File: src/rtl/temporizador_bcd.sv
// Two-digit BCD countdown timer driving a dispense valve, with a multiplexed
// BCD output for a pair of 7-segment digits.
module temporizador_bcd #(
    parameter int TICK_DIV = 50000000,
    parameter int SCAN_DIV = 50000
) (
    input  logic       clk,
    input  logic       rst,
    input  logic       load,
    input  logic       start,
    input  logic       pause,
    input  logic [3:0] preset_tens,
    input  logic [3:0] preset_units,
    output logic       D,
    output logic       C,
    output logic       B,
    output logic       A,
    output logic [1:0] dig_sel,
    output logic       valve,
    output logic       done,
    output logic [1:0] state_dbg
);

    localparam int TICK_W = (TICK_DIV > 1) ? $clog2(TICK_DIV) : 1;
    localparam int SCAN_W = (SCAN_DIV > 1) ? $clog2(SCAN_DIV) : 1;
    localparam logic [TICK_W-1:0] TICK_LAST = TICK_W'(TICK_DIV - 1);
    localparam logic [SCAN_W-1:0] SCAN_LAST = SCAN_W'(SCAN_DIV - 1);

    localparam logic [1:0] ST_IDLE = 2'd0;
    localparam logic [1:0] ST_RUN  = 2'd1;
    localparam logic [1:0] ST_HOLD = 2'd2;
    localparam logic [1:0] ST_DONE = 2'd3;

    logic [1:0]        state_q, state_d;
    logic [3:0]        tens_q, tens_d;
    logic [3:0]        units_q, units_d;
    logic [TICK_W-1:0] tick_q, tick_d;
    logic [SCAN_W-1:0] scan_q, scan_d;
    logic [1:0]        dig_sel_q, dig_sel_d;
    logic [3:0]        dcba_q, dcba_d;
    logic              valve_q, valve_d;
    logic              done_q, done_d;

    function automatic logic [3:0] clamp_bcd(input logic [3:0] digit);
        return (digit > 4'd9) ? 4'd9 : digit;
    endfunction

    always_comb begin
        state_d = state_q;
        tens_d  = tens_q;
        units_d = units_q;
        tick_d  = tick_q;
        case (state_q)
            ST_IDLE: begin
                // load takes priority over start when both arrive together
                if (load) begin
                    tens_d  = clamp_bcd(preset_tens);
                    units_d = clamp_bcd(preset_units);
                end else if (start && ((tens_q != 4'd0) || (units_q != 4'd0))) begin
                    state_d = ST_RUN;
                    tick_d  = '0;
                end
            end
            ST_RUN: begin
                if (pause) begin
                    state_d = ST_HOLD;
                end else if (tick_q == TICK_LAST) begin
                    tick_d = '0;
                    if (units_q != 4'd0) begin
                        units_d = units_q - 4'd1;
                    end else begin
                        units_d = 4'd9;
                        tens_d  = tens_q - 4'd1;
                    end
                    if ((tens_q == 4'd0) && (units_q == 4'd1)) begin
                        state_d = ST_DONE;
                    end
                end else begin
                    tick_d = tick_q + TICK_W'(1);
                end
            end
            ST_HOLD: begin
                if (!pause) begin
                    state_d = ST_RUN;
                end
            end
            ST_DONE: begin
                state_d = ST_IDLE;
            end
            default: begin
                state_d = ST_IDLE;
            end
        endcase
    end

    // Display mux follows the next-state count so digit and enable change together.
    always_comb begin
        scan_d    = scan_q;
        dig_sel_d = dig_sel_q;
        if (scan_q == SCAN_LAST) begin
            scan_d    = '0;
            dig_sel_d = {dig_sel_q[0], dig_sel_q[1]};
        end else begin
            scan_d = scan_q + SCAN_W'(1);
        end
        dcba_d  = dig_sel_d[1] ? tens_d : units_d;
        valve_d = (state_d == ST_RUN);
        done_d  = (state_d == ST_DONE);
    end

    always_ff @(posedge clk) begin
        if (rst) begin
            state_q   <= ST_IDLE;
            tens_q    <= 4'd0;
            units_q   <= 4'd0;
            tick_q    <= '0;
            scan_q    <= '0;
            dig_sel_q <= 2'b01;
            dcba_q    <= 4'd0;
            valve_q   <= 1'b0;
            done_q    <= 1'b0;
        end else begin
            state_q   <= state_d;
            tens_q    <= tens_d;
            units_q   <= units_d;
            tick_q    <= tick_d;
            scan_q    <= scan_d;
            dig_sel_q <= dig_sel_d;
            dcba_q    <= dcba_d;
            valve_q   <= valve_d;
            done_q    <= done_d;
        end
    end

    assign {D, C, B, A} = dcba_q;
    assign dig_sel      = dig_sel_q;
    assign valve        = valve_q;
    assign done         = done_q;
    assign state_dbg    = state_q;

endmodule

File: config.mk
export PLATFORM = sky130hd
export DESIGN_NAME = temporizador_bcd
export DESIGN_NICKNAME = d
export VERILOG_FILES = /design/src/rtl/temporizador_bcd.sv
export SDC_FILE = /design/constraint.sdc
export NUM_CORES = 1
export LEC_CHECK = 0
export BUFFER_PORTS_ARGS = -buffer_cell sky130_fd_sc_hd__buf_2
export CORE_MARGIN = 4
export CORE_UTILIZATION = 45
export CTS_CLUSTER_SIZE = 8
export DETAILED_ROUTE_END_ITERATION = 12
export REMOVE_ABC_BUFFERS = 1
export SYNTH_ARGS = -nofsm -noshare
export SYNTH_HDL_FRONTEND = slang
export SYNTH_SLANG_ARGS = --single-unit
File: constraint.sdc
create_clock -name clk -period 1.99 [get_ports clk]
set_input_delay 0.398 -clock clk [delete_from_list [all_inputs] [get_ports clk]]
set_output_delay 0.398 -clock clk [all_outputs]
set_load 0.01 [all_outputs]
==> impl_metrics.py <==
metrics = {
    "logic_synthesis": {
        "synthFlopType": "dfxtp_1",
        "yosys.cell_types.count": 70,
        "synth-edff-count": 0,
        "async_flop_share": 0,
        "yosysSeqAreaShare": 0.3526,
        "yosysWarningCount": 0,
        "synth_cells": 392,
        "avgSynthCellArea_um2": 8.691,
        "netlist_area_um2": 3407,
        "ys_ff_latch": 60,
    },
    "placement": {
        "globalplace.congestion": 0.9276,
        "preCtsSetupSlack_ns": -0.1736,
        "port_buffers": 22,
        "hpwlAfterDp_mm": 6.891,
    },
    "sta": {
        "worst_slack_ns": 0.05954,
        "slew_headroom": 0.6715,
        "period_share": 0.9701,
        "period_needed_ns": 1.930,
        "drv_slew": 0,
        "setup_viol": 0,
        "clock_skew_ns": 0.01355,
        "rsz0062_at_grt": "yes",
        "tns_ns": 0,
        "max_freq_ghz": 0.5180,
        "hold_viol": 0,
        "worstMarginPinSlew_ns": 0.4832,
    },
    "drt": {
        "antenna_left": 0,
        "viasPerCell": 5.842,
        "wirelength_mm": 9.412,
        "wl_per_cell_um": 16.20,
        "dr.pass1.iters": 4,
        "drt-initial-drc-count": 122,
        "vias": 3394,
        "drcViolationCount": 0,
    },
    "worst_setup_path": {
        "crit_path_end_kind": "register",
        "cp_max_fo": 7,
        "critical_path.max_stage_delay_ns": 0.41,
        "crit_chain": "inv_2 -> ha_4 -> nor4b_4 -> a21boi_2 -> o211ai_1 -> buf_4 -> or4_4 -> a21oi_2",
        "path_buf_inv": 2,
        "cp_slowest_cell": "or4_4",
        "critPathKind": "reg -> reg",
        "path_delay_family": "compound AO/OA/AOI/OAI gates",
        "cp_data_arrival_time_ns": 2.20,
        "start_kind": "register",
        "cp.required_ns": 2.26,
    },
    "final_layout": {
        "diodes": 0,
        "final_common_cell": "buf_4",
        "final_nets": 495,
        "mostFrequentLayoutCells": "buf_4, dfxtp_1, nor2_1",
        "drive_gt1_frac": 0.3734,
        "syn2layout_area_growth_pct": 33.05,
    },
    "cts": {
        "cts.sink_count": 60,
        "cts_tree": "built",
        "numCtsBuffers": 9,
        "clkTransAtPathRegs_ns": 0.08,
        "cts_hold_buf": 0,
        "cts_max_level": 3,
        "clock_path_buffers": 2,
        "clockRootBuffer": "clkbuf_8",
        "clk_latency_ns": 0.34,
    },
    "job": {
        "maxCapViolCount": 0,
    },
    "global_routing": {
        "grt_pass1_wl_mm": 15.42,
        "grtUsageTotal": 0.2176,
        "antenna_found_initial": 0,
        "grt_pass1_vias": 3231,
        "grt_overflow": 0,
        "grt_max_degree": 18,
    },
    "run_status": {
        "status": "completed",
    },
    "floorplan": {
        "die_h_um": 95.01,
        "die_w_um": 95.01,
        "die-area_um2": 9027,
        "num_rows": 31,
        "start_util": 0.4672,
        "core_area_um2": 7292,
        "ios": 23,
    },
    "power": {
        "power_leakage_uw": 0.001787,
        "p_per_area_nw_per_um2": 616.0,
        "ir_drop_v": 0.0003603,
    },
    "min_path": {
        "min_path_type": "in -> reg",
    },
}
==> registers in the layout (all words and copies together) (netlist names) <==
name and count:
tick_q 26, scan_q 16, dcba_q 4, tens_q 4, units_q 4, dig_sel 2
state_dbg 2, done 1, valve 1
==> cells by family (layout without fill, tap and decap cells) <==
family | count (synthesis) | in the layout | share of synthesized area
multiplexers | 5 | 5 | 0.01652
buffers and inverters | 36 | 126 | 0.05068
AO/OA/AOI/OAI | 109 | 109 | 0.2189
XOR/XNOR | 20 | 20 | 0.05141
AND/OR/NAND/NOR | 157 | 157 | 0.2916
adder cells (fa/ha/maj) | 5 | 5 | 0.01836
flip-flops | 60 | 60 | 0.3526
==> worst min-delay path: stages <==
cell and delay (ns):
buf_2 0.09, inv_1 0.13, nand2_1 0.09
==> power breakdown <==
| part | leakage, µW | internal (µW) | switching, µW |
|---|---|---|---|
| clock network | 0.0000820 | 488 | 511 |
| logic | 0.00121 | 241 | 285 |
| registers | 0.000492 | 1240 | 32.0 |
==> Yosys cell counts, types with 3 or more instances <==
master      n  share of area
or3_1       9          0.017
a31oi_1     8          0.015
nor4b_1     8          0.021
or4_1       5          0.011
nor4bb_1    3         0.0088
buf_6       3         0.0099
a21oi_2     3         0.0077
nor2_1     38          0.042
nand4_1     4         0.0073
buf_2       3         0.0044
nand4_2     3          0.011
xor2_1     12          0.031
nand2_1    22          0.024
and4_1      4          0.010
and3_1     18          0.033
nor3_1      4         0.0059
a211oi_1    7          0.015
ha_1        5          0.018
a21oi_1    26          0.038
o21ai_0    16          0.024
nor2b_1     4         0.0073
or4_4       3         0.0099
mux2i_1     3         0.0088
buf_4       3         0.0066
nand3_1     8          0.012
inv_1      19          0.021
clkbuf_1    8         0.0088
o2111ai_1   6          0.015
o211ai_1    4         0.0088
a21boi_0    4         0.0088
o31ai_1     8          0.018
dfxtp_1    60           0.35
o22ai_1     5         0.0092
a32oi_1     3         0.0077
nor4_1      4         0.0073
xnor2_1     8          0.021
==> metal layers <==
| layer | share of wire | vias up | track usage |
|---|---|---|---|
| met4 | 0.023 | 0 | 0.1034 |
| met5 | 0 | - | 0 |
| met3 | 0.033 | 23 | 0.04657 |
| met2 | 0.48 | 76 | 0.3412 |
| met1 | 0.47 | 1633 | 0.2845 |
| li1 | - | 1662 | - |
==> final timing paths <==
kind	from	end	slack, ns	cells after the start
worst max-delay path	tens_q[0]	tick_q[24]	0.06	8
worst min-delay path	rst	dig_sel[0]	0.40	3
worst max register to register	tens_q[0]	tick_q[24]	0.06	8
worst min register to register	scan_q[0]	scan_q[0]	0.45	1
==> cell type report <==
| cell class | instances | area (µm²) |
|---|---|---|
| Clock buffer | 11 | 141.4 |
| Timing Repair Buffer | 91 | 668.1 |
| Tap cell | 99 | 123.9 |
| Sequential cell | 60 | 1216 |
| Multi-Input combinational cell | 296 | 2276 |
| Inverter | 19 | 71.32 |
| Clock inverter | 5 | 36.28 |
| Fill cell | 668 | 2759 |
==> through the flow <==
stage / instances / total power [µW] / util / area, µm² / hold slack [ns]
after floorplan: 375 / 1526 / - / 3306 / 0.4132
after global routing: 581 / 2930 / 0.6217 / 4533 / 0.4173
after detailed placement: 561 / 1753 / 0.5558 / 4053 / 0.4346
after global placement: 561 / 1751 / 0.5558 / 4053 / 0.4310
final: 581 / 2792 / 0.6217 / 4533 / 0.3993
after CTS: 580 / 2786 / 0.5920 / 4317 / 0.3771
==> repair_timing <==
item,CTS,global route
gates cloned,1,0
gates resized for setup,16,48
pin swaps,8,13
setup endpoints to repair,6,32
setup buffers,2,1
(Power assumes the default switching activity.)
